File: config.mk
export PLATFORM = sky130hd
export DESIGN_NAME = coax_bus_ctrl
export DESIGN_NICKNAME = d
export VERILOG_FILES = /design/src/rtl/coax_bus_ctrl.sv
export SDC_FILE = /design/constraint.sdc
export NUM_CORES = 1
export LEC_CHECK = 0
export CELL_PAD_IN_SITES_DETAIL_PLACEMENT = 0
export CELL_PAD_IN_SITES_GLOBAL_PLACEMENT = 1
export CORE_UTILIZATION = 50
export CTS_BUF_LIST = sky130_fd_sc_hd__clkbuf_4 sky130_fd_sc_hd__clkbuf_8
export CTS_CLUSTER_SIZE = 12
export DETAILED_ROUTE_END_ITERATION = 10
export GPL_TIMING_DRIVEN = 0
export MAX_ROUTING_LAYER = met4
export PLACE_DENSITY = 0.92
export SLEW_MARGIN = 10
export SYNTH_ARGS = -nofsm -noshare
export SYNTH_HDL_FRONTEND = slang
export SYNTH_SLANG_ARGS = --single-unit
File: constraint.sdc
create_clock -name clk -period 3.8 [get_ports clk]
set_input_delay 0.76 -clock clk [delete_from_list [all_inputs] [get_ports clk]]
set_output_delay 0.76 -clock clk [all_outputs]
set_load 0.05 [all_outputs]
File: src/rtl/coax_bus_ctrl.sv
// coax_bus_ctrl: owns the shared 10-bit bus between the DP8341 receiver read
// path and the DP8340 transmitter load path. Received words land in a
// first-word-fall-through FIFO offered to the host as a valid/ready stream.
// Host transmit words are registered and loaded into the transmitter.
// Only one agent drives the bus at a time, and a turnaround gap separates owners.
//
// Handshakes: a beat transfers on a rising clk edge where valid && ready.
// On rx_*, rx_ready may be held high at any time; a pop happens only when
// rx_valid is also high. On tx_*, tx_ready is a one-cycle registered pulse
// saying that the tx_data presented on the previous edge was taken.
// The host must hold tx_data/tx_valid steady until it sees that pulse.
//
// Optional build macro: COAX_BUS_CTRL_STATS_EN adds saturating 16-bit
// rx/tx word counters. When it is undefined, both count outputs are tied to 0.
module coax_bus_ctrl #(
   parameter int FIFO_DEPTH        = 16,
   parameter int SETTLE_CYCLES     = 2,
   parameter int STROBE_CYCLES     = 2,
   parameter int TURNAROUND_CYCLES = 1
) (
   input  logic        clk,
   input  logic        reset,
   input  logic        rx_data_available,
   output logic        rx_output_enable,
   output logic        rx_register_read_n,
   input  logic        tx_full,
   output logic        tx_register_load_n,
   input  logic [9:0]  bus_in,
   output logic [9:0]  bus_out,
   output logic        bus_oe,
   output logic [9:0]  rx_data,
   output logic        rx_valid,
   input  logic        rx_ready,
   input  logic [9:0]  tx_data,
   input  logic        tx_valid,
   output logic        tx_ready,
   output logic [15:0] rx_word_count,
   output logic [15:0] tx_word_count
);

   localparam int AW = $clog2(FIFO_DEPTH);
   localparam int CW = 8;
   localparam logic [CW-1:0] SETTLE_LAST = CW'(SETTLE_CYCLES - 1);
   localparam logic [CW-1:0] STROBE_LAST = CW'(STROBE_CYCLES - 1);
   localparam logic [CW-1:0] TURN_LAST   = CW'(TURNAROUND_CYCLES - 1);

   typedef enum logic [2:0] {IDLE, RX_EN, RX_STROBE, TX_DRIVE, TX_STROBE, TURN} state_t;

   state_t          r_state;
   state_t          w_next_state;
   logic [CW-1:0]   r_cnt;
   logic [CW-1:0]   w_next_cnt;
   logic            r_last_rx;
   logic            w_grant_rx;
   logic            w_grant_tx;
   logic            w_rx_req;
   logic            w_tx_req;
   logic            w_fifo_full;

   logic            r_rx_oe;
   logic            r_rd_n;
   logic            r_bus_oe;
   logic            r_ld_n;
   logic            r_tx_ready;
   logic [9:0]      r_bus_out;

   logic [9:0]      r_mem [FIFO_DEPTH];
   logic [AW-1:0]   r_wr_ptr;
   logic [AW-1:0]   r_rd_ptr;
   logic [AW:0]     r_count;
   logic            r_rx_valid;
   logic [9:0]      r_rx_data;
   logic            w_push;
   logic            w_pop;
   logic [AW-1:0]   w_rd_next;
   logic [AW:0]     w_count_next;
   logic [9:0]      w_head_next;

   assign w_fifo_full = (r_count == (AW+1)'(FIFO_DEPTH));
   assign w_rx_req    = rx_data_available && !w_fifo_full;
   assign w_tx_req    = tx_valid && !tx_full;

   // Next-state logic: round-robin arbitration in IDLE, cycle counting elsewhere
   always_comb begin
      w_next_state = r_state;
      w_grant_rx   = 1'b0;
      w_grant_tx   = 1'b0;
      case (r_state)
         IDLE: begin
            if (w_rx_req && (!w_tx_req || !r_last_rx)) begin
               w_grant_rx   = 1'b1;
               w_next_state = RX_EN;
            end else if (w_tx_req) begin
               w_grant_tx   = 1'b1;
               w_next_state = TX_DRIVE;
            end
         end
         RX_EN:     if (r_cnt == SETTLE_LAST) w_next_state = RX_STROBE;
         RX_STROBE: if (r_cnt == STROBE_LAST) w_next_state = TURN;
         TX_DRIVE:  if (r_cnt == SETTLE_LAST) w_next_state = TX_STROBE;
         TX_STROBE: if (r_cnt == STROBE_LAST) w_next_state = TURN;
         TURN:      if (r_cnt == TURN_LAST)   w_next_state = IDLE;
         default:   w_next_state = IDLE;
      endcase
      w_next_cnt = r_cnt + CW'(1);
      if (w_next_state != r_state || w_next_state == IDLE) begin
         w_next_cnt = '0;
      end
   end

   // State register, phase counter and round-robin pointer (0 = RX favoured)
   always_ff @(posedge clk or posedge reset) begin
      if (reset) begin
         r_state   <= IDLE;
         r_cnt     <= '0;
         r_last_rx <= 1'b0;
      end else begin
         r_state <= w_next_state;
         r_cnt   <= w_next_cnt;
         if (w_grant_rx) r_last_rx <= 1'b1;
         if (w_grant_tx) r_last_rx <= 1'b0;
      end
   end

   // Bus-facing outputs registered from the next state so they change cleanly with it
   always_ff @(posedge clk or posedge reset) begin
      if (reset) begin
         r_rx_oe    <= 1'b0;
         r_rd_n     <= 1'b1;
         r_bus_oe   <= 1'b0;
         r_ld_n     <= 1'b1;
         r_tx_ready <= 1'b0;
         r_bus_out  <= '0;
      end else begin
         r_rx_oe    <= (w_next_state == RX_EN) || (w_next_state == RX_STROBE);
         r_rd_n     <= (w_next_state != RX_STROBE);
         r_bus_oe   <= (w_next_state == TX_DRIVE) || (w_next_state == TX_STROBE);
         r_ld_n     <= (w_next_state != TX_STROBE);
         r_tx_ready <= w_grant_tx;
         if (w_grant_tx) r_bus_out <= tx_data;
      end
   end

   // FIFO next-state: the head is precomputed so rx_data leaves a register
   always_comb begin
      w_push       = (r_state == RX_EN) && (r_cnt == SETTLE_LAST);
      w_pop        = r_rx_valid && rx_ready;
      w_rd_next    = r_rd_ptr + AW'(w_pop);
      w_count_next = r_count + (AW+1)'(w_push) - (AW+1)'(w_pop);
      w_head_next  = r_mem[w_rd_next];
      if (w_push && (w_rd_next == r_wr_ptr)) w_head_next = bus_in;
      if (w_count_next == '0)                w_head_next = '0;
   end

   // FIFO pointers, fill count and registered head
   always_ff @(posedge clk or posedge reset) begin
      if (reset) begin
         r_wr_ptr   <= '0;
         r_rd_ptr   <= '0;
         r_count    <= '0;
         r_rx_valid <= 1'b0;
         r_rx_data  <= '0;
      end else begin
         if (w_push) r_wr_ptr <= r_wr_ptr + AW'(1);
         r_rd_ptr   <= w_rd_next;
         r_count    <= w_count_next;
         r_rx_valid <= (w_count_next != '0);
         r_rx_data  <= w_head_next;
      end
   end

   // FIFO storage: contents are don't-care until written, so no reset
   always_ff @(posedge clk) begin
      if (w_push) r_mem[r_wr_ptr] <= bus_in;
   end

`ifdef COAX_BUS_CTRL_STATS_EN
   logic [15:0] r_rx_words;
   logic [15:0] r_tx_words;

   // Saturating word counters
   always_ff @(posedge clk or posedge reset) begin
      if (reset) begin
         r_rx_words <= '0;
         r_tx_words <= '0;
      end else begin
         if (w_push && r_rx_words != 16'hFFFF)     r_rx_words <= r_rx_words + 16'd1;
         if (r_tx_ready && r_tx_words != 16'hFFFF) r_tx_words <= r_tx_words + 16'd1;
      end
   end

   assign rx_word_count = r_rx_words;
   assign tx_word_count = r_tx_words;
`else
   assign rx_word_count = '0;
   assign tx_word_count = '0;
`endif

   assign rx_output_enable   = r_rx_oe;
   assign rx_register_read_n = r_rd_n;
   assign bus_oe             = r_bus_oe;
   assign tx_register_load_n = r_ld_n;
   assign tx_ready           = r_tx_ready;
   assign bus_out            = r_bus_out;
   assign rx_valid           = r_rx_valid;
   assign rx_data            = r_rx_data;

endmodule

==> results.cfg, run 1 <==
[cts]
tritoncts = done
clk_transition_reported_paths_ns = 0.06
ctsLongestPathBuffers = 3
clkLatencyLatePin_ns = 0.53
cts_inserted_buffers = 35
cts_sinks = 211
cts-htree-levels = 2
clock_tree.root_cell = clkbuf_8

[final_layout]
final_cells = 917
num-nets-final = 708
fillerInstances = 1258
antenna-diode-count = 0
layout-drive-gt1-share_pct = 23.6
final-seq-area_um2 = 6080
multi_input_area_um2 = 2540
syn_to_final_growth_pct = 19.6
finalInstanceArea_um2 = 10600

[worst_hold_path]
hold_path.class = flip-flop to flip-flop
timing.hold.worst.start = bus_out[5]
whs_path_depth = 2
hold-path-endpoint = bus_out[5]

[worst_setup_path]
timing.critical_path.required_ns = 4.19
cp-end-kind = flip-flop
worst-r2r-cell-count = 17
worstSetupStartpointType = primary input
reg2reg_slack_ns = 0.20
worst-endpoint-arrival_ns = 4.04
maximum_fanout_along_the_worst_path = 10
r2r_end = rx_data[5]
worst-setup-path-type = primary input to flip-flop
r2r_start = r_cnt[1]

[synthesis]
synth_top_cell_by_area = edfxtp_1
synth.mux.area_fraction_pct = 10.3
cell_types_occupying_the_most_area_after_synthesis = edfxtp_1 54%, dfrtp_1 14%, mux4_2 10%
ys_seq_elements = 211
synth_most_common_cell = edfxtp_1
ys_seq_area_share_pct = 68.5
yosys_most_used_dff = edfxtp_1
synth_common_cells = 160 x edfxtp_1, 58 x nand2_1, 49 x dfrtp_1
yosys_warnings = 0
synth_xor_area_share_pct = 2.13
synthCells = 542
synth_cell_types = 56
synthAdderAreaFrac_pct = 2.34
synth_area_um2 = 8880
synthSimpleGateAreaFrac_pct = 7.38
dominant_combinational_cell_family_by_area_after_synthesis = multiplexers
synth_compound_area_share_pct = 4.89
syn_area_per_cell_um2 = 16.4
synth_top_area_share_pct = 54.1
async_reset_ff_share_pct = 24.2
synth_enable_flop_cells = 160

[timing]
finalWorstPathRequiredPeriod_ns = 3.65
max-slew-margin-rel_pct = 49.2
max_slew.worst_pin.slew_ns = 0.760
finClkSkew_ns = 0.0271
post-route-period-util_pct = 96.0
grt_setup_unrepaired = false
setup_tns_ns = 0
max_freq_mhz = 274
count_of_final_hold_check_violations = 0
setup_violations = 0
final_max_slew_viol_count = 0

[detailed_routing]
wirelength_routed_um = 18100
antenna_left = 0
route.detailed.wl_per_inst_um = 19.8
first_iter_violations = 360
num_vias = 5017
route.detailed.drc = 0
vias_per_cell = 5.47
detailedRoute.firstPassIterationCount = 5

[floorplan]
ios = 84
initial_utilization_pct = 51.4
die_height_um = 135
core_region_area_um2 = 17300
die_w_um = 135
floorplan.rows = 48
dieArea_um2 = 18300

[placement]
dp_cells = 850
numPortBuffers = 51
placement.cell_area_um2 = 9810
place.gp.congestion = 0.800
dp.final_hpwl_um = 11600

[global_route]
initial_antenna_violation_count = 0
grt_remaining_overflow = 0
first_global_vias = 5085
grt_first_pass_wirelength_um = 28000
gr-usage-all-layers_pct = 21.4
grt_max_degree = 28

[power]
peakVddDrop_mv = 0.516
static-leakage-power_nw = 4.01
power_density_nw_per_um2 = 819

[status]
run_status = completed

[job]
maxCapViolCount = 0
[metrics by stage]
step                total power [mW]  util (%)  setup WS, ns  hold slack [ns]
floorplan                       5.52         -         0.426            0.443
global placement                6.39      56.6        -0.284            0.458
detailed placement              6.50      56.7        -0.382            0.467
CTS                             8.61      61.1        0.0587            0.479
global route                    9.13      61.4        0.0104            0.501
finish                          8.70      61.4         0.153            0.480
[layout by cell type, fill, tap and decap left out, types with 3 or more instances in the layout]
| cell | n |
|---|---|
| a31oi_1 | 11 |
| o21ai_0 | 7 |
| dfrtp_1 | 49 |
| a22o_1 | 10 |
| clkbuf_8 | 39 |
| edfxtp_1 | 160 |
| and2_1 | 28 |
| nand3_1 | 5 |
| and3_1 | 3 |
| conb_1 | 32 |
| a21oi_1 | 3 |
| mux4_2 | 40 |
| buf_4 | 34 |
| buf_2 | 5 |
| clkbuf_4 | 17 |
| nor2_1 | 12 |
| xnor2_1 | 11 |
| nand2_1 | 58 |
| inv_1 | 14 |
| clkbuf_1 | 14 |
| clkdlybuf4s50_1 | 51 |
| buf_12 | 3 |
| xor2_1 | 7 |
| a211oi_1 | 10 |
| ha_1 | 15 |
[worst max-delay path: stages]
cell	delay, ns
clkdlybuf4s50_1	0.39
and2_1	0.16
ha_1	0.20
ha_1	0.30
clkbuf_1	0.26
clkbuf_1	0.54
clkbuf_1	0.58
mux4_2	0.40
nand2_1	0.09
a31oi_1	0.10
a22o_1	0.25
[power breakdown]
part / internal (mW) / switching (mW)
Sequential: 2.78 / 0.141
Combinational: 1.54 / 2.19
Clock: 1.18 / 0.871
[logic make-up after synthesis]
kind of cell | Yosys count
adders and majority gates | 16
other | 1
buffers and inverters | 70
and+or+nand+nor | 126
DFF | 211
xor gates and xnor gates | 20
AOI/OAI and AO/OA | 57
muxes | 41
[registers in the layout (all words and copies together) (netlist names), 3 cells and up]
register  count
r_wr_ptr      4
bus_out      10
r_rd_ptr      4
rx_data      10
r_count       5
r_cnt         8
r_state       3
r_mem       160
[layer usage]
layer | up-vias | routed length, µm | global-route usage (%)
li1 | 2234 | - | -
met1 | 2495 | 7430 | 27.8
met2 | 239 | 8800 | 33.2
met3 | 49 | 1300 | 3.74
met4 | 0 | 618 | 9.55
met5 | - | 0 | -
[repair_timing]
item                       in CTS  in global routing
buffers inserted                0                  4
gates resized for setup         3                  3
hold buffers                    0                  0
pin swaps                       0                  3
setup endpoints to repair      10                 10
hold endpoints to repair        0                  0
[area by class of cell]
type / count / area share [%]
flip-flops and latches: 211 / 57.3
multi-input cells: 292 / 24.0
clock buffers: 56 / 6.25
repair buffers: 56 / 5.51
plain buffers: 54 / 3.18
well taps: 225 / 2.65
clock inverters: 7 / 0.612
inverters: 16 / 0.589
[how the worst max path moves through the flow]
stage | start | end | slack, ns | depth (start not counted)
final | rx_ready | rx_data[5] | 0.15 | 11
after global placement | rx_ready | rx_data[7] | -0.28 | 11
after detailed placement | rx_ready | rx_data[3] | -0.38 | 11
after CTS | r_cnt[1] | rx_data[5] | 0.06 | 15
after floorplan | r_cnt[1] | rx_data[8] | 0.43 | 15
after global routing | r_cnt[1] | rx_data[5] | 0.01 | 17
Power figures use the tool's default switching activity.
==> inputs of run 2 (changes only) <==
- TNS_END_PERCENT: unset -> 30
==> results of run 2 <==
Final layout, timing and power as in run 1 (identical DEF).
